[src/rtl/eei.sv]
// Shared definitions for the debug window: register offsets, status bit positions and decode type.
package eei;

  localparam int MEMBUS_ADDR_W = 32;
  localparam int MEMBUS_DATA_W = 64;

  localparam logic [MEMBUS_ADDR_W-1:0] DBG_REG_TOHOST  = 'h0;
  localparam logic [MEMBUS_ADDR_W-1:0] DBG_REG_CONSOLE = 'h4;

  localparam int DBG_STAT_EMPTY_BIT = 0;
  localparam int DBG_STAT_FULL_BIT  = 1;
  localparam int DBG_STAT_COUNT_LSB = 8;

  typedef enum logic {
    TOHOST  = 1'b0,
    CONSOLE = 1'b1
  } DbgReg;

  // Only address bit 2 distinguishes the two registers inside the window.
  function automatic DbgReg decodeReg(input logic addrBit2);
    return (addrBit2 == DBG_REG_CONSOLE[2]) ? CONSOLE : TOHOST;
  endfunction

endpackage

[src/rtl/dbg_char_fifo.sv]
// Single-clock byte FIFO buffering console characters; DEPTH must be a power of two.
module dbg_char_fifo #(
  parameter int DEPTH = 8
) (
  input  logic                         clk,
  input  logic                         rst_n,
  input  logic                         push_i,
  input  logic [7:0]                   pdata_i,
  output logic                         full_o,
  input  logic                         pop_i,
  output logic [7:0]                   head_o,
  output logic                         empty_o,
  output logic [$clog2(DEPTH+1)-1:0]   count_o
);

  localparam int PtrW   = $clog2(DEPTH);
  localparam int CountW = $clog2(DEPTH + 1);

  logic [7:0]        mem_q [DEPTH];
  logic [PtrW-1:0]   wptr_q;
  logic [PtrW-1:0]   rptr_q;
  logic [CountW-1:0] count_q;
  logic              doPush;
  logic              doPop;

  assign full_o  = (count_q == CountW'(DEPTH));
  assign empty_o = (count_q == '0);
  assign count_o = count_q;
  assign head_o  = mem_q[rptr_q];
  assign doPush  = push_i && !full_o;
  assign doPop   = pop_i && !empty_o;

  // Pointers wrap naturally because DEPTH is a power of two.
  always_ff @(posedge clk or negedge rst_n) begin
    if (!rst_n) begin
      for (int i = 0; i < DEPTH; i++) begin
        mem_q[i] <= '0;
      end
      wptr_q  <= '0;
      rptr_q  <= '0;
      count_q <= '0;
    end else begin
      if (doPush) begin
        mem_q[wptr_q] <= pdata_i;
        wptr_q        <= wptr_q + PtrW'(1);
      end
      if (doPop) begin
        rptr_q <= rptr_q + PtrW'(1);
      end
      case ({doPush, doPop})
        2'b10:   count_q <= count_q + CountW'(1);
        2'b01:   count_q <= count_q - CountW'(1);
        default: count_q <= count_q;
      endcase
    end
  end

endmodule

[src/rtl/debug_device.sv]
// Debug-window membus responder: sticky TOHOST exit register plus console byte stream.
// Define DBG_CONSOLE_EN to build the console FIFO and character port; otherwise console writes are dropped.
module debug_device
  import eei::*;
#(
  parameter int FIFO_DEPTH = 8
) (
  input  logic                     clk,
  input  logic                     rst_n,
  input  logic                     membus_valid_i,
  output logic                     membus_ready_o,
  input  logic [MEMBUS_ADDR_W-1:0] membus_addr_i,
  input  logic                     membus_wen_i,
  input  logic [MEMBUS_DATA_W-1:0] membus_wdata_i,
  input  logic [MEMBUS_DATA_W/8-1:0] membus_wmask_i,
  output logic                     membus_rvalid_o,
  output logic [MEMBUS_DATA_W-1:0] membus_rdata_o,
  output logic                     test_done_o,
  output logic [30:0]              test_code_o,
  output logic                     char_valid_o,
  output logic [7:0]               char_data_o,
  input  logic                     char_ready_i
);

  localparam int CountW = $clog2(FIFO_DEPTH + 1);

  logic                     rvalid_q;
  logic [MEMBUS_DATA_W-1:0] rdata_q;
  logic [MEMBUS_DATA_W-1:0] rdata_d;
  logic                     test_done_q;
  logic                     test_done_d;
  logic [30:0]              test_code_q;
  logic [30:0]              test_code_d;

  logic              accept;
  logic              pushReq;
  DbgReg             regSel;
  logic              fifoFull;
  logic              fifoEmpty;
  logic [CountW-1:0] fifoCount;
  logic [7:0]        fifoHead;
  logic              unusedBits;

  assign regSel          = decodeReg(membus_addr_i[2]);
  assign membus_ready_o  = !rvalid_q && !fifoFull;
  assign accept          = membus_valid_i && membus_ready_o;
  assign membus_rvalid_o = rvalid_q;
  assign membus_rdata_o  = rdata_q;
  assign test_done_o     = test_done_q;
  assign test_code_o     = test_code_q;
  assign char_valid_o    = !fifoEmpty;
  assign char_data_o     = fifoHead;

  assign unusedBits = ^{membus_addr_i[MEMBUS_ADDR_W-1:3], membus_addr_i[1:0],
                        membus_wdata_i[MEMBUS_DATA_W-1:32], membus_wmask_i[MEMBUS_DATA_W/8-1:1]};

`ifdef DBG_CONSOLE_EN
  logic fifoPop;

  assign fifoPop = char_ready_i && !fifoEmpty;

  dbg_char_fifo #(
    .DEPTH(FIFO_DEPTH)
  ) u_fifo (
    .clk    (clk),
    .rst_n  (rst_n),
    .push_i (pushReq),
    .pdata_i(membus_wdata_i[7:0]),
    .full_o (fifoFull),
    .pop_i  (fifoPop),
    .head_o (fifoHead),
    .empty_o(fifoEmpty),
    .count_o(fifoCount)
  );
`else
  logic unusedConsole;

  assign fifoFull      = 1'b0;
  assign fifoEmpty     = 1'b1;
  assign fifoCount     = '0;
  assign fifoHead      = '0;
  assign unusedConsole = ^{char_ready_i, pushReq};
`endif

  // Read data is built from pre-edge state, so a status read never sees its own cycle's push or pop.
  always_comb begin
    rdata_d     = '0;
    test_done_d = test_done_q;
    test_code_d = test_code_q;
    pushReq     = 1'b0;
    if (accept) begin
      case (regSel)
        TOHOST: begin
          if (membus_wen_i) begin
            if (membus_wmask_i[0] && membus_wdata_i[0] && !test_done_q) begin
              test_done_d = 1'b1;
              test_code_d = membus_wdata_i[31:1];
            end
          end else begin
            rdata_d[31:0] = {test_code_q, test_done_q};
          end
        end
        CONSOLE: begin
          if (membus_wen_i) begin
            pushReq = membus_wmask_i[0];
          end else begin
            rdata_d[DBG_STAT_EMPTY_BIT]       = fifoEmpty;
            rdata_d[DBG_STAT_FULL_BIT]        = fifoFull;
            rdata_d[DBG_STAT_COUNT_LSB +: 8]  = 8'(fifoCount);
          end
        end
        default: ;
      endcase
    end
  end

  always_ff @(posedge clk or negedge rst_n) begin
    if (!rst_n) begin
      rvalid_q    <= 1'b0;
      rdata_q     <= '0;
      test_done_q <= 1'b0;
      test_code_q <= '0;
    end else begin
      rvalid_q    <= accept;
      rdata_q     <= rdata_d;
      test_done_q <= test_done_d;
      test_code_q <= test_code_d;
    end
  end

endmodule

[config.mk]
export PLATFORM = sky130hd
export DESIGN_NAME = debug_device
export DESIGN_NICKNAME = d
export VERILOG_FILES = /design/src/rtl/eei.sv /design/src/rtl/dbg_char_fifo.sv /design/src/rtl/debug_device.sv
export SDC_FILE = /design/constraint.sdc
export NUM_CORES = 1
export LEC_CHECK = 0
export BUFFER_PORTS_ARGS = -buffer_cell sky130_fd_sc_hd__buf_2
export CELL_PAD_IN_SITES_DETAIL_PLACEMENT = 1
export CELL_PAD_IN_SITES_GLOBAL_PLACEMENT = 1
export CORE_MARGIN = 2
export CORE_UTILIZATION = 25
export CTS_CLUSTER_SIZE = 24
export DETAILED_ROUTE_END_ITERATION = 12
export PLACE_DENSITY = 0.87
export SLEW_MARGIN = 20
export SYNTH_ARGS = -nofsm -noshare
export SYNTH_HDL_FRONTEND = slang
export SYNTH_SLANG_ARGS = --single-unit
[constraint.sdc]
create_clock -name clk -period 1.45 [get_ports clk]
set_input_delay 0.29 -clock clk [delete_from_list [all_inputs] [get_ports clk]]
set_output_delay 0.29 -clock clk [all_outputs]
set_load 0.01 [all_outputs]
==> run metrics <==
Initial Utilization=0.255; WS Path Type=reg2reg; Max VDD drop=0.000358 V; detailed placement HPWL=4210 um; Synth Warn #=0; DRC viols=0; net switching power=1.29 mW; Worst setup EP type=flip-flop; top-area cell type share of the netlist area=0.627; Worst-Margin Slew=0.503 ns; fin util=0.354; Max Cap Viol=0; arrival time worst endpoint=1.70 ns; vias in the first global route=1678; share of the yosys chip area belonging to registers=0.627; Synth Cell Area=2590 um^2; maximum fanout along the worst path=6; vias post-DR=1695; drt first pass iters=2; Post-layout nets=420; synth top area cells=dfrtp_1 (63%), mux2_2 (13%), buf_4 (12%), and2_1 (7.5%), buf_6 (1.3%); synth cell count leaders=dfrtp_1 (65), buf_4 (41), and2_1 (31), mux2_2 (29); setup_tns=-0.363 ns; chip height=106 um; worst hold endpoint=test_code_o[25]; pre-CTS setup slack=-0.116 ns; largest net degree at the start of global routing=41; FF+latch count, synth=65; # setup viols final=24; CTS tree=yes; Achievable Freq=0.676 GHz; Slew HR=0.664; GRT Util Overall=0.106; post-route ant nets=0; Comb pwr share=0.210; Die Wd=106 um; Root Buffer=clkbuf_8; switching share of power=0.269; Crit path required time=1.67 ns; cells after synthesis=184; Clock Power Share=0.318; Async SR Flop Fraction=1.00; r2r setup slk=-0.03 ns; Layout fillers=1170; Final Slew Violations=0; share of cells above drive strength 1=0.533; initial antenna violation count=0; status=finished, violations left; Slowest cell on crit path=dfrtp_1; clk slew on worst S/H paths=0.07 ns; pwr/cell area=1330 nW/um^2; CTS Buf Count=9; Post-synth EDFFs=0; Worst setup SP type=flip-flop; Worst R2R End=test_code_o[6]; overall die area=11200 um^2; Slowest Stage Delay on Critical Path=0.41 ns; Core Box Area=10200 um^2; register share of total power=0.472; Placer Congestion=0.653; clock latency on the worst-skew pair=0.33 ns; DRT Wirelength=6180 um; per-cell routed wire length=13.7 um; cell taking the most area after synthesis=dfrtp_1; area taken by flip-flops and latches=1630 um^2; reg-to-reg critical path startpoint=test_done_o; violated checks=setup timing; crit path buf inv count=2; count leader, synth=dfrtp_1; I/O Pins=216; crit-path leading delay family=flip-flops; cell depth of the worst flop-to-flop path=4; Hold Crit Class=in2reg; area taken by multi-input logic gates=855 um^2; CTS Sinks=65; ant diodes=0; H-tree levels=3; Top FF cell, synth=dfrtp_1; initial detailed-routing violation count=36; Final Hold Fails=0; synthesized area per cell=14.1 um^2; PnR worst setup slack=-0.0303 ns; Std-Cell Rows=37; Int Power=3.51 mW; Critical Path Stages=4; total gr overflow=0; Synth cell types=15; P_leak=2.01 nW; Max clock buf depth=2; fin crit period=1.48 ns; Area Growth Syn to Fin=38.8%; Final period util=1.02; hold path start=membus_wdata_i[26]; Cell Chain, Critical Path=nor4_4, buf_6, buf_12, mux2_2; Final Skew=0.00537 ns; WHS Path Cells=2; RSZ-0062 raised after global routing=yes; first-pass GRT wire length=8890 um; vias per cell=3.76; I/O Buffers=103; Final Power=4.80 mW
[worst max path at each step]
stage,end,from
after global routing,test_code_o[6],membus_rvalid_o
after CTS,test_code_o[20],membus_rvalid_o
after floorplan,test_code_o[10],membus_rvalid_o
after detailed placement,test_code_o[6],membus_rvalid_o
after global placement,test_code_o[16],membus_rvalid_o
final,test_code_o[6],test_done_o
[final cells by class]
type	count	share of cell area
Tap cell	136	0.0473
Clock buffer	13	0.0441
Timing Repair Buffer	123	0.207
Sequential cell	65	0.452
Inverter	2	0.00208
Clock inverter	2	0.0104
Multi-Input combinational cell	110	0.237
[per-layer routing]
metal  part of all wire  up-vias  global-route usage
met4              0.012        0              0.0395
met5                  0        -                   0
met1               0.43      840               0.122
met2               0.48       85               0.173
li1                   -      763                   -
met3              0.080        7              0.0489
[sequential cells by signal, summed over array words and instances, names as in the netlist]
name             flops
test_done_o          1
membus_rvalid_o      1
membus_rdata_o      32
test_code_o         31
[stage by stage]
step	area (um^2)	cells	hold slack (ns)
3_5_place_dp	3190	427	0.327
4_1_cts	3440	446	0.154
2_1_floorplan	2740	224	-0.00559
5_1_grt	3600	451	0.142
3_3_place_gp	3190	427	0.310
6_report	3600	451	0.176
[worst reg2reg max path: cells and delay by family (launching register included)]
family | cells | cell delay (ns)
buffers and inverters | 2 | 0.35
DFF | 1 | 0.41
and+or+nand+nor | 1 | 0.27
muxes | 1 | 0.34
[timing repair]
action / CTS / global route
pin swaps: 0 / 1
setup endpoints to repair: 31 / 33
setup buffers: 2 / 2
resized for setup: 6 / 22
hold buffers: 1 / 0
hold endpoints to repair: 25 / 0
cloned: 1 / 3
[kinds of logic after synthesis]
logic type	Yosys count	synth area share
simple gates	38	0.0979
other cells	1	0.00145
flops	65	0.627
buf+inv	49	0.139
mux	31	0.135
[power groups by stage]
stage                     Clock [mW]  Sequential, mW  Combinational (mW)
after floorplan                    0            2.40               0.376
after global placement             0            2.27               0.857
after detailed placement           0            2.30               0.883
after CTS                       1.59            2.26               0.916
after global routing            1.69            2.31                1.09
final                           1.53            2.27                1.01
[placed cells by master, fill, tap and decap left out, drive strengths merged]
| cell | netlist | routed |
|---|---|---|
| buf | 44 | 120 |
| dfrtp | 65 | 65 |
| conb | 1 | 41 |
| and2 | 31 | 31 |
| mux2 | 31 | 31 |
| clkbuf | 3 | 15 |
| inv | 2 | 2 |
| nor3 | 2 | 2 |
| nand2b | 1 | 1 |
| nor2 | 1 | 1 |
| nand3 | 1 | 1 |
| nor4 | 1 | 1 |
| or2 | 1 | 1 |
| clkinvlp | 0 | 1 |
| bufinv | 0 | 1 |
| dlygate4sd3 | 0 | 1 |
Power figures use the tool's default switching activity.
